$ cat src/rtl/serial_magnitude_comparator.sv
// Bit-serial unsigned magnitude comparator: walks the operands MSB first through a 1-bit stage.
// Optional macro SERIAL_CMP_EARLY_EXIT_EN ends the sweep on the first unequal bit.
module serial_magnitude_comparator #(
  parameter int WIDTH = 8
) (
  input  logic             clk,
  input  logic             rst,
  input  logic             start,
  input  logic [WIDTH-1:0] a,
  input  logic [WIDTH-1:0] b,
  output logic             busy,
  output logic             done,
  output logic             eq,
  output logic             gt,
  output logic             lt
);

  localparam int IDX_W = (WIDTH > 1) ? $clog2(WIDTH) : 1;

  typedef enum logic [1:0] {
    S_IDLE = 2'd0,
    S_RUN  = 2'd1,
    S_DONE = 2'd2
  } state_t;

  state_t           state_q;
  logic [IDX_W-1:0] idx_q;
  logic [WIDTH-1:0] a_q, b_q;
  logic             decided_q, dec_gt_q;
  logic             busy_q, done_q, eq_q, gt_q, lt_q;

  logic             bit_a, bit_b;
  logic             decided_d, dec_gt_d, finish_d;

  // NOTE: every signal gets a default at the top of always_comb, so no path can infer a latch.
  always_comb begin
    bit_a     = a_q[idx_q];
    bit_b     = b_q[idx_q];
    // The first unequal bit wins; later bits never override a recorded decision.
    decided_d = decided_q | (bit_a ^ bit_b);
    dec_gt_d  = decided_q ? dec_gt_q : (bit_a & ~bit_b);
`ifdef SERIAL_CMP_EARLY_EXIT_EN
    finish_d  = (idx_q == '0) | (bit_a ^ bit_b);
`else
    finish_d  = (idx_q == '0);
`endif
  end

  // NOTE: sequential state uses non-blocking assignments only, so every register samples pre-edge values.
  always_ff @(posedge clk) begin
    if (rst) begin
      state_q   <= S_IDLE;
      idx_q     <= '0;
      a_q       <= '0;
      b_q       <= '0;
      decided_q <= 1'b0;
      dec_gt_q  <= 1'b0;
      busy_q    <= 1'b0;
      done_q    <= 1'b0;
      eq_q      <= 1'b0;
      gt_q      <= 1'b0;
      lt_q      <= 1'b0;
    end else begin
      done_q <= 1'b0;
      unique case (state_q)
        S_IDLE: begin
          if (start) begin
            a_q       <= a;
            b_q       <= b;
            idx_q     <= IDX_W'(WIDTH - 1);
            decided_q <= 1'b0;
            dec_gt_q  <= 1'b0;
            eq_q      <= 1'b0;
            gt_q      <= 1'b0;
            lt_q      <= 1'b0;
            busy_q    <= 1'b1;
            state_q   <= S_RUN;
          end
        end
        S_RUN: begin
          decided_q <= decided_d;
          dec_gt_q  <= dec_gt_d;
          if (finish_d) begin
            state_q <= S_DONE;
            busy_q  <= 1'b0;
            done_q  <= 1'b1;
            eq_q    <= ~decided_d;
            gt_q    <= decided_d & dec_gt_d;
            lt_q    <= decided_d & ~dec_gt_d;
          end else begin
            idx_q <= idx_q - IDX_W'(1);
          end
        end
        S_DONE: state_q <= S_IDLE;
        default: state_q <= S_IDLE;
      endcase
    end
  end

  assign busy = busy_q;
  assign done = done_q;
  assign eq   = eq_q;
  assign gt   = gt_q;
  assign lt   = lt_q;

endmodule

$ cat config.mk
export PLATFORM = sky130hd
export DESIGN_NAME = serial_magnitude_comparator
export DESIGN_NICKNAME = d
export VERILOG_FILES = /design/src/rtl/serial_magnitude_comparator.sv
export SDC_FILE = /design/constraint.sdc
export NUM_CORES = 1
export LEC_CHECK = 0
export BUFFER_PORTS_ARGS = -buffer_cell sky130_fd_sc_hd__buf_2
export CORE_MARGIN = 3
export CORE_UTILIZATION = 55
export CTS_CLUSTER_SIZE = 20
export DETAILED_ROUTE_END_ITERATION = 8
export GPL_ROUTABILITY_DRIVEN = 0
export PLACE_DENSITY_LB_ADDON = 0.3
export SETUP_SLACK_MARGIN = 0.1
export SYNTH_ARGS = -nofsm -noshare
export SYNTH_HDL_FRONTEND = slang
export SYNTH_SLANG_ARGS = --single-unit
$ cat constraint.sdc
create_clock -name clk -period 4.7 [get_ports clk]
set_input_delay 0.47 -clock clk [delete_from_list [all_inputs] [get_ports clk]]
set_output_delay 0.47 -clock clk [all_outputs]
set_load 0.005 [all_outputs]
* Word-level counts from Yosys, hierarchy flattened
Cells that the tools add are included.
** Word-level totals
- Word-level logic and storage cells :: 59
- Memories :: 0
- Bits in latches :: 0
- Flip-flop bits (word level) :: 28
- Memory bits (writable) :: 0
- Memory bits (read-only) :: 0
- Input bits :: 19
** Cells by class
- Bitwise logic cells :: 9
- Order comparisons :: 1
- Add/sub/neg operators :: 1
- Equal/unequal tests :: 4
- Multiplexer cells :: 24
- Multipliers :: 0
- Div/mod/pow operators :: 0
- Reduce and logical (&&, ||, !) cells :: 9
- Shifts and indexed selects :: 0
** Operators by type and width (count)
- $pmux 1 s2 :: 6
- $mux 1 :: 10
- $bmux 1 s3 :: 2
- $mux 3 :: 2
- $ne 2x2->1 const B :: 3
- $pmux 3 s2 :: 1
- $reduce_and 2->1 :: 3
- $reduce_and 3->1 :: 2
- $lt 3x4->1 const B :: 1
- $mux 2 :: 2
- $not 1->1 :: 4
- $pmux 2 s2 :: 1
- $and 1x1->1 :: 3
- $logic_not 3->1 :: 1
- $sub 3x1->3 const B :: 1
- $eq 2x1->1 const B :: 1
- $logic_not 2->1 :: 1
- $reduce_bool 2->1 :: 1
- $reduce_or 2->1 :: 1
- $or 1x1->1 :: 1
- $xor 1x1->1 :: 1

* Depth between registers and ports, before layout
Gate-level depths: netlist of run 1.
- Word-level depth :: 9
- Mapped depth :: 6
- Gate-level depth less buffers :: 6

* Worst setup path after synthesis of run 1
OpenSTA, ideal clock, no wires.
- Kind :: register to register
- Start point :: register idx_q[0]
- End point :: register lt_q, in the netlist lt
- Clock period less this slack :: 2.204 ns
- Stages on the path, launching flop included :: 7
- Arrival :: 2.136 ns
- Slack :: 2.496 ns
- Path through :: dfxtp_1 mux4_2 mux2_2 ha_1 nor2b_1 a2111o_1 a21oi_2
** Between the ends
- Longest elaborated chain between the ends :: 9
- Elaborated cells between the ends (all ways) :: 16
** Ends and longest elaborated chain
- start: declaration :: line 27 : logic [IDX_W-1:0] idx_q;
- start signal: assignment :: line 70 : idx_q <= IDX_W'(WIDTH - 1);
- start signal: assignment :: line 91 : idx_q <= idx_q - IDX_W'(1);
- $bmux 1 s3 :: line 38 : bit_b = b_q[idx_q];
- $mux 1 (implied by the code) :: line 38
- $not 1->1 :: line 41 : dec_gt_d = decided_q ? dec_gt_q : (bit_a & ~bit_b);
- $and 1x1->1 :: line 41
- $mux 1 :: line 41
- $not 1->1 :: line 89 : lt_q <= decided_d & ~dec_gt_d;
- $and 1x1->1 :: line 89
- $mux 1 :: line 83 : if (finish_d) begin
- $pmux 1 s2 :: line 65 : unique case (state_q)
- end signal: assignment :: line 89
- end: declaration :: line 30 : logic busy_q, done_q, eq_q, gt_q, lt_q;
Several ways; a longest one is shown, not always the timed one. The select of a mux whose other input is x is not followed.
A chain may end at the register's enable or synchronous reset.

* Worst setup path after layout of run 1
Same ends and word-level chain as after synthesis.

==> results of run 1 <==
==> stage by stage <==
step           total power [mW]  std cells  instance area, um2
3_3_place_gp              0.375        175                1310
6_report                  0.532        179                1360
4_1_cts                   0.535        179                1360
2_1_floorplan             0.354        134                1190
3_5_place_dp              0.381        175                1310
5_1_grt                   0.563        179                1360
==> power groups by stage <==
stage                     clock, mW  sequential, mW  combinational, mW
after detailed placement          0           0.280              0.101
after CTS                     0.159           0.275              0.102
after global placement            0           0.279             0.0963
final                         0.157           0.274              0.101
after floorplan                   0           0.273             0.0804
after global routing          0.169           0.278              0.116
==> cell families (layout without fill, tap and decap cells) <==
family                   Yosys count  count (layout)  synth area share [%]
adder cells (fa/ha/maj)            3               3                  3.15
flip-flops                        28              28                  47.1
multiplexers                       7               7                  10.3
AO/OA/AOI/OAI                     31              31                  15.3
AND/OR/NAND/NOR                   53              53                  19.9
XOR/XNOR                           1               1                 0.735
buffers and inverters             11              29                  3.57
==> cell usage in the layout (no fill, tap or decap), types with 2 or more instances in the layout <==
master     n
clkbuf_4   3
ha_1       3
buf_2     23
mux2_2     2
mux4_2     4
nand2b_1   3
nand3_1    4
a21oi_1   22
nor2b_1    3
dfxtp_1   28
inv_1      2
nor2_1     6
nand2_1   33
==> path summary, 6_finish.rpt <==
path / from / to / depth (start not counted)
worst max-delay path: idx_q[0] / lt / 6
worst min-delay path: b[1] / b_q[1] / 3
worst max register to register: idx_q[0] / lt / 6
worst min register to register: a_q[7] / a_q[7] / 2
==> routing by layer <==
layer	up-vias	GRT usage, %
met5	-	0
met4	0	4.26
met3	4	6.27
met2	20	34.1
met1	468	25.5
li1	500	-
==> layout make-up <==
cell class                 count  area, um2  share of cell area, %
multi-input combinational     95        593                   43.5
clock buffer                   3       22.5                   1.65
tap                           27       33.8                   2.48
inverter                       2       7.51                  0.551
timing repair buffer          23        115                   8.45
clock inverter                 1       30.0                   2.20
sequential                    28        561                   41.1
==> sequential cells by signal (all words and copies together) (netlist names) <==
name / count
done: 1
gt: 1
eq: 1
decided_q: 1
busy: 1
state_q: 2
lt: 1
a_q: 8
idx_q: 3
b_q: 8
dec_gt_q: 1
==> tightest hold or removal path: cells and delay by family <==
kind            cells  cell delay (ns)
simple gates        1             0.04
compound gates      1             0.05
buf+inv             1             0.09
==> reports/metrics.yaml, run 1 <==
setup_path:
  cp_cell_sequence: "mux4_2 -> mux2_2 -> ha_1 -> nor2b_1 -> a2111o_1 -> a21oi_2"
  slowest_delay_ns: 0.54
  rrSetupSlack_ns: 2.35
  cp-end-kind: "flop"
  cp.required_ns: 4.97
  slowest_stage: "mux4_2"
  critPathTopFamily: "multiplexers"
  critPathBufInv: 0
  arrival_ns: 2.62
  path_class: "reg -> reg"
  start_kind: "flop"
  critical_path.max_fanout: 5
logic_synthesis:
  synth_seq_cells: 28
  synth_edf_count: 0
  synth-seq-area-share_pct: 47.1
  avgSynthCellArea_um2: 8.89
  yosys-top-cells-count: "nand2_1 (33), dfxtp_1 (28), a21oi_1 (22)"
  async_flop_share_pct: 0
  synth_area_mm2: 0.00119
  synth_top_area_cell: "dfxtp_1"
  ys_warn_count: 0
  synthTopCellsByArea: "dfxtp_1 (47%), nand2_1 (10%), a21oi_1 (9.2%)"
  synth_cell_types: 28
  synthesis.nets: 156
  ys.flop_type: "dfxtp_1"
  synth.most_common_cell: "nand2_1"
  synthCells: 134
  synth_top_cell_area_share_pct: 47.1
grt:
  grt_pass1_wl_um: 4170
  grt_pass1_vias: 961
  grt_max_degree: 29
  grtUsageTotal_pct: 20.3
  grt.overflow.total: 0
  antenna_found_initial: 0
outcome:
  status: "complete, no violations"
timing:
  whs_ns: 0.356
  rsz0062_at_grt: "no"
  clock_skew_ns: 0.000988
  worstMarginPinSlew_ns: 1.11
  slew_headroom_pct: 25.6
  final_hold_viol_count: 0
  finalCriticalPeriod_ns: 2.35
  finalCritPeriodShare_pct: 49.9
  tns_ns: 0
  max_freq_mhz: 426
  slew_violations: 0
  setup_viol: 0
  worst_slack_ns: 2.35
placed_design:
  post-place-ws_ns: 2.37
  dp_hpwl_um: 1700
  port_buffers: 23
clock_network:
  htree_levels: 1
  ctsHoldBuffers: 0
  cts_tree: "done"
  post_cts.repair.setup_buffers: 0
  path_clk_slew_ns: 0.15
  clk_latency_ns: 0.33
  clock_path_buffers: 2
  numCtsBuffers: 3
  cts_root_buf: "clkbuf_4"
  cts_sinks: 28
  cts_resized: 0
pwr:
  clkPwrFrac_pct: 29.4
  switchingPower_mw: 0.141
  p_int_mw: 0.391
  p_per_area_mw_per_mm2: 390
  p_sw_share_pct: 26.5
  p_leak_nw: 0.548
  p_seq_share_pct: 51.6
  vdd_drop_max_v: 0.000292
  combPwrFrac_pct: 19.0
cells_and_area:
  nFillCells: 177
  nets: 175
  drive_gt1_share_pct: 23.0
  antenna_cells: 0
  finish.utilization_pct: 68.1
  layout-area-overhead-vs-synth_pct: 14.4
route:
  viasPerCell: 5.54
  ant_nets: 0
  drc: 0
  wl_um: 2270
  wl_met1_um: 1010
  top_layer: "met4"
  dr.first_iter.drc_count: 30
  post_drt_wl_per_cell_um: 12.7
  drt_pass1_iterations: 4
  wl_met2_um: 1130
  via_count: 992
  met3_length_um: 101
floorplan:
  start_util_pct: 59.5
  dieArea_mm2: 0.00276
  coreArea_mm2: 0.00200
  die_y_um: 52.5
  rows: 16
  die_w_um: 52.5
  ios: 24
job:
  drv_cap: 0
hold_path:
  hp-class: "in -> reg"
Power figures use the tool's default switching activity.
==> run 2, diff against run 1 <==
--- a/config.mk
+++ b/config.mk
@@ -7,7 +7,7 @@
 export LEC_CHECK = 0
 export BUFFER_PORTS_ARGS = -buffer_cell sky130_fd_sc_hd__buf_2
 export CORE_MARGIN = 3
-export CORE_UTILIZATION = 55
+export CORE_UTILIZATION = 52
 export CTS_CLUSTER_SIZE = 20
 export DETAILED_ROUTE_END_ITERATION = 8
 export GPL_ROUTABILITY_DRIVEN = 0
==> constraint.sdc (replaced) <==
create_clock -name clk -period 2.2 [get_ports clk]
set_input_delay 0.22 -clock clk [delete_from_list [all_inputs] [get_ports clk]]
set_output_delay 0.22 -clock clk [all_outputs]
set_load 0.005 [all_outputs]
==> reports/metrics.yaml, run 2 (synthesis results as in run 1) <==
route:
  post_drt_wl_per_cell_um: 13.7
  drc: 0
  drt_pass1_iterations: 4
  via_count: 997
  dr.first_iter.drc_count: 18
  ant_nets: 0
  wl_um: 2500
  viasPerCell: 5.48
setup_path:
  reg2reg_depth: 6
  r2r_start: "idx_q[0]"
  path_class: "reg -> reg"
  critPathLaunch: "idx_q[0]"
  cp-end-kind: "flop"
  cp_cell_sequence: "mux4_2 -> mux2_4 -> ha_4 -> nor2b_1 -> a2111o_1 -> a21oi_2"
  critical_path.max_fanout: 4
  cp.required_ns: 2.49
  rrSetupSlack_ns: 0.11
  arrival_ns: 2.37
  slowest_stage: "mux4_2"
  slowest_delay_ns: 0.50
  start_kind: "flop"
timing:
  finalCritPeriodShare_pct: 94.8
  final_hold_viol_count: 0
  worst_slack_ns: 0.114
  rsz0062_at_grt: "yes"
  max_freq_mhz: 479
  tns_ns: 0
  finalCriticalPeriod_ns: 2.09
  clock_skew_ns: 0.0110
  worstMarginPinSlew_ns: 0.530
  whs_ns: 0.101
  setup_viol: 0
  slew_headroom_pct: 64.5
  slew_violations: 0
floorplan:
  rows: 16
  die_y_um: 53.9
  coreArea_mm2: 0.00206
  die_w_um: 53.9
  ios: 24
  start_util_pct: 57.8
  dieArea_mm2: 0.00290
hold_path:
  worstHoldPathCells: 3
  min_from: "a[6]"
  hp-class: "in -> reg"
clock_network:
  htree_levels: 1
  ctsHoldBuffers: 0
  cts_tree: "done"
  clk_latency_ns: 0.34
  cts_sinks: 28
  cts_root_buf: "clkbuf_4"
  clock_path_buffers: 2
  path_clk_slew_ns: 0.15
  numCtsBuffers: 3
job:
  drv_cap: 0
cells_and_area:
  nets: 178
  final_common_cell: "nand2_1"
  antenna_cells: 0
  layout-area-overhead-vs-synth_pct: 18.1
  drive_gt1_share_pct: 27.1
  stdcell_count: 182
  final_cell_mix: "nand2_1 (33), dfxtp_1 (26), buf_2 (23), a21oi_1 (22), nor2_1 (6)"
  top_regs: "a_q: 8 flops, b_q: 8 flops, idx_q: 3 flops"
outcome:
  status: "complete, no violations"
placed_design:
  dp_cells: 177
  post-place-ws_ns: 0.0148
  port_buffers: 23
  dp_hpwl_um: 1800
pwr:
  p_leak_nw: 0.561
  combPwrFrac_pct: 22.8
  p_sw_share_pct: 29.1
  p_per_area_mw_per_mm2: 776
  switchingPower_mw: 0.318
  p_seq_share_pct: 54.0
  total_power_mw: 1.09
  clkPwrFrac_pct: 23.2
  p_int_mw: 0.773
  vdd_drop_max_v: 0.000483
grt:
  grt_pass1_vias: 908
  grt_max_degree: 29
  grt_pass1_wl_um: 3990
  antenna_found_initial: 0
  grt.overflow.total: 0
  grtUsageTotal_pct: 19.4
## run 2: power by group through the flow
stage | combinational (mW) | sequential (mW) | clock [mW]
4_1_cts | 0.245 | 0.586 | 0.256
3_5_place_dp | 0.232 | 0.600 | 0
2_1_floorplan | 0.182 | 0.585 | 0
6_report | 0.249 | 0.589 | 0.253
3_3_place_gp | 0.222 | 0.597 | 0
5_1_grt | 0.280 | 0.594 | 0.272
## run 2: worst max-delay path: cells and delay by family (launching register included)
family	cells	cell delay (ns)
AO/OA/AOI/OAI	2	0.47
adder cells (fa/ha/maj)	1	0.24
flip-flops	1	0.40
multiplexers	2	0.80
AND/OR/NAND/NOR	1	0.14
## run 2: repair_timing
item	in CTS	in global routing
pin swaps	1	0
setup buffers	1	0
endpoints found under the setup margin	1	1
gates cloned	0	0
gates resized for setup	1	2
## run 2: layout make-up
cell class | instances | area [um2]
fill | 158 | 656
clock buffer | 4 | 36.3
tap | 27 | 33.8
multi-input combinational | 95 | 626
inverter | 2 | 7.51
sequential | 28 | 566
timing repair buffer | 26 | 138
## run 2: layer usage
metal	part of all wire [%]	track usage, %	up-vias
li1	-	-	505
met1	44	23.9	463
met2	50	32.7	24
met3	4.4	4.16	5
met4	1.5	7.66	0
met5	0	0	-
## run 2: worst paths after layout
check	endpoint
min reg2reg	a_q[2]
max reg2reg	lt
min	a_q[6]
max	lt
## run 2: through the flow
step,utilization [%],instance area [um2]
3_5_place_dp,65.4,1350
4_1_cts,67.7,1400
2_1_floorplan,-,1210
5_1_grt,68.2,1410
6_report,68.2,1410
3_3_place_gp,65.4,1350
==> run 3, diff against run 2 <==
--- a/config.mk
+++ b/config.mk
@@ -5,9 +5,10 @@
 export SDC_FILE = /design/constraint.sdc
 export NUM_CORES = 1
 export LEC_CHECK = 0
+export ABC_AREA = 1
 export BUFFER_PORTS_ARGS = -buffer_cell sky130_fd_sc_hd__buf_2
 export CORE_MARGIN = 3
-export CORE_UTILIZATION = 52
+export CORE_UTILIZATION = 55
 export CTS_CLUSTER_SIZE = 20
 export DETAILED_ROUTE_END_ITERATION = 8
 export GPL_ROUTABILITY_DRIVEN = 0
==> constraint.sdc (replaced) <==
create_clock -name clk -period 2.5 [get_ports clk]
set_input_delay 0.25 -clock clk [delete_from_list [all_inputs] [get_ports clk]]
set_output_delay 0.25 -clock clk [all_outputs]
set_load 0.005 [all_outputs]
==> reports/metrics.yaml, run 3 <==
timing:
  worstMarginPinSlew_ns: 0.480
  clock_skew_ns: 0.00424
  slew_headroom_pct: 68.0
  rsz0062_at_grt: "no"
  finalCriticalPeriod_ns: 1.84
  max_freq_mhz: 543
  slew_violations: 0
  setup_viol: 0
  tns_ns: 0
  finalCritPeriodShare_pct: 73.7
  final_hold_viol_count: 0
clock_network:
  cts_tree: "done"
  path_clk_slew_ns: 0.15
  post_cts.repair.setup_buffers: 0
  htree_levels: 1
  numCtsBuffers: 3
  ctsHoldBuffers: 0
  clock_path_buffers: 2
  cts_root_buf: "clkbuf_4"
  cts_resized: 0
  cts_sinks: 28
  clk_latency_ns: 0.34
logic_synthesis:
  avgSynthCellArea_um2: 7.35
  synth.most_common_cell: "nand2_1"
  synth_top_area_cell: "dfxtp_1"
  yosys-top-cells-count: "nand2_1 (37), dfxtp_1 (28), a21oi_1 (23)"
  synth_edf_count: 0
  synthCells: 175
  synthesis.nets: 197
  synth-seq-area-share_pct: 43.6
  synth_top_cell_area_share_pct: 43.6
  async_flop_share_pct: 0
  synth_seq_cells: 28
  synth_cell_types: 22
  ys.flop_type: "dfxtp_1"
  ys_warn_count: 0
  synth_area_mm2: 0.00129
  synthTopCellsByArea: "dfxtp_1 (44%), nand2_1 (11%), a21oi_1 (8.9%)"
outcome:
  status: "complete, no violations"
route:
  drt_pass1_iterations: 4
  viasPerCell: 5.23
  post_drt_wl_per_cell_um: 11.6
  wl_um: 2560
  via_count: 1156
  dr.first_iter.drc_count: 19
  drc: 0
  ant_nets: 0
floorplan:
  die_w_um: 54.4
  ios: 24
  rows: 16
  dieArea_mm2: 0.00296
  die_y_um: 54.4
  coreArea_mm2: 0.00208
  start_util_pct: 61.8
grt:
  grt_pass1_wl_um: 4310
  grt.overflow.total: 0
  grtUsageTotal_pct: 20.0
  grt_max_degree: 29
  antenna_found_initial: 0
  grt_pass1_vias: 1059
placed_design:
  dp_cells: 217
  port_buffers: 23
  dp_hpwl_um: 1880
  postPlaceCellArea_mm2: 0.00138
cells_and_area:
  post-route-cell-area_mm2: 0.00142
  layout-area-overhead-vs-synth_pct: 10.3
  drive_gt1_share_pct: 17.5
  stdcell_count: 221
  nFillCells: 182
  top_regs: "a_q: 8 flops, b_q: 8 flops, idx_q: 3 flops"
  final_common_cell: "nand2_1"
  final_cell_mix: "nand2_1 (37), dfxtp_1 (28), a21oi_1 (23), buf_2 (23), inv_1 (22)"
  antenna_cells: 0
  nets: 217
  finish.utilization_pct: 68.1
pwr:
  vdd_drop_max_v: 0.000442
  p_per_area_mw_per_mm2: 708
  p_leak_nw: 0.639
hold_path:
  hp-class: "in -> reg"
setup_path:
  cp.required_ns: 2.79
  start_kind: "flop"
  cp-end-kind: "flop"
  arrival_ns: 2.13
  path_class: "reg -> reg"
  critical_path.max_fanout: 18
job:
  drv_cap: 0
-- run 3: cell types whose count changed in the layout (fill, tap and decap cells not counted), sizes merged, moves of 4 or more --
cell   previous run  this run
nor2              6        16
inv               2        22
o21ai             1        16
nand3             4        13
nand2            33        39
mux4              4         0
-- run 3: report_power, final --
group	internal (mW)	switching, mW	leakage [nW]
Sequential	0.493	0.0400	0.231
Combinational	0.0979	0.147	0.387
Clock	0.0894	0.137	0.0210
-- run 3: per-layer routing --
metal  track usage [%]  vias to the layer above  part of all wire (%)
li1                  -                      608                     -
met1              24.9                      515                    46
met2              33.9                       28                    47
met3              3.27                        5                   5.0
met4              8.30                        0                   1.6
met5                 0                        -                     0
-- run 3: worst paths after layout --
check,from,endpoint,slack (ns),depth (start not counted)
worst max register to register,idx_q[0],lt,0.66,11
worst min-delay path,a[2],a_q[2],0.16,3
worst max-delay path,idx_q[0],lt,0.66,11
worst min register to register,a_q[3],a_q[3],0.47,2
-- run 3: cell type report --
cell class	count	area, um2	share of cell area, %
well taps	27	33.8	2.38
flip-flops and latches	28	561	39.5
inverters	22	82.6	5.82
multi-input cells	117	591	41.6
repair buffers	23	115	8.11
clock buffers	4	36.3	2.56
-- run 3: per-stage QoR --
step	power (mW)	hold WS, ns	setup slack [ns]
after floorplan	0.732	0.318	0.905
after global placement	0.775	0.448	0.769
after detailed placement	0.788	0.450	0.699
after CTS	1.00	0.164	0.669
after global routing	1.06	0.165	0.513
final	1.00	0.158	0.657
-- run 3: cells by family after synthesis --
group,share of synthesized area [%]
buffers and inverters,10.5
adder cells (fa/ha/maj),2.92
flip-flops,43.6
AO/OA/AOI/OAI,18.5
AND/OR/NAND/NOR,23.8
XOR/XNOR,0.681
-- run 3: critical path: stages, from the launching register on --
cell     delay, ns
dfxtp_1       0.65
a21oi_1       0.13
o21ai_0       0.10
nand2_1       0.08
nand2_1       0.06
nand2_1       0.05
ha_1          0.28
nand2_1       0.09
nand2_1       0.09
nor2_1        0.11
nor2_1        0.05
nor2_1        0.09
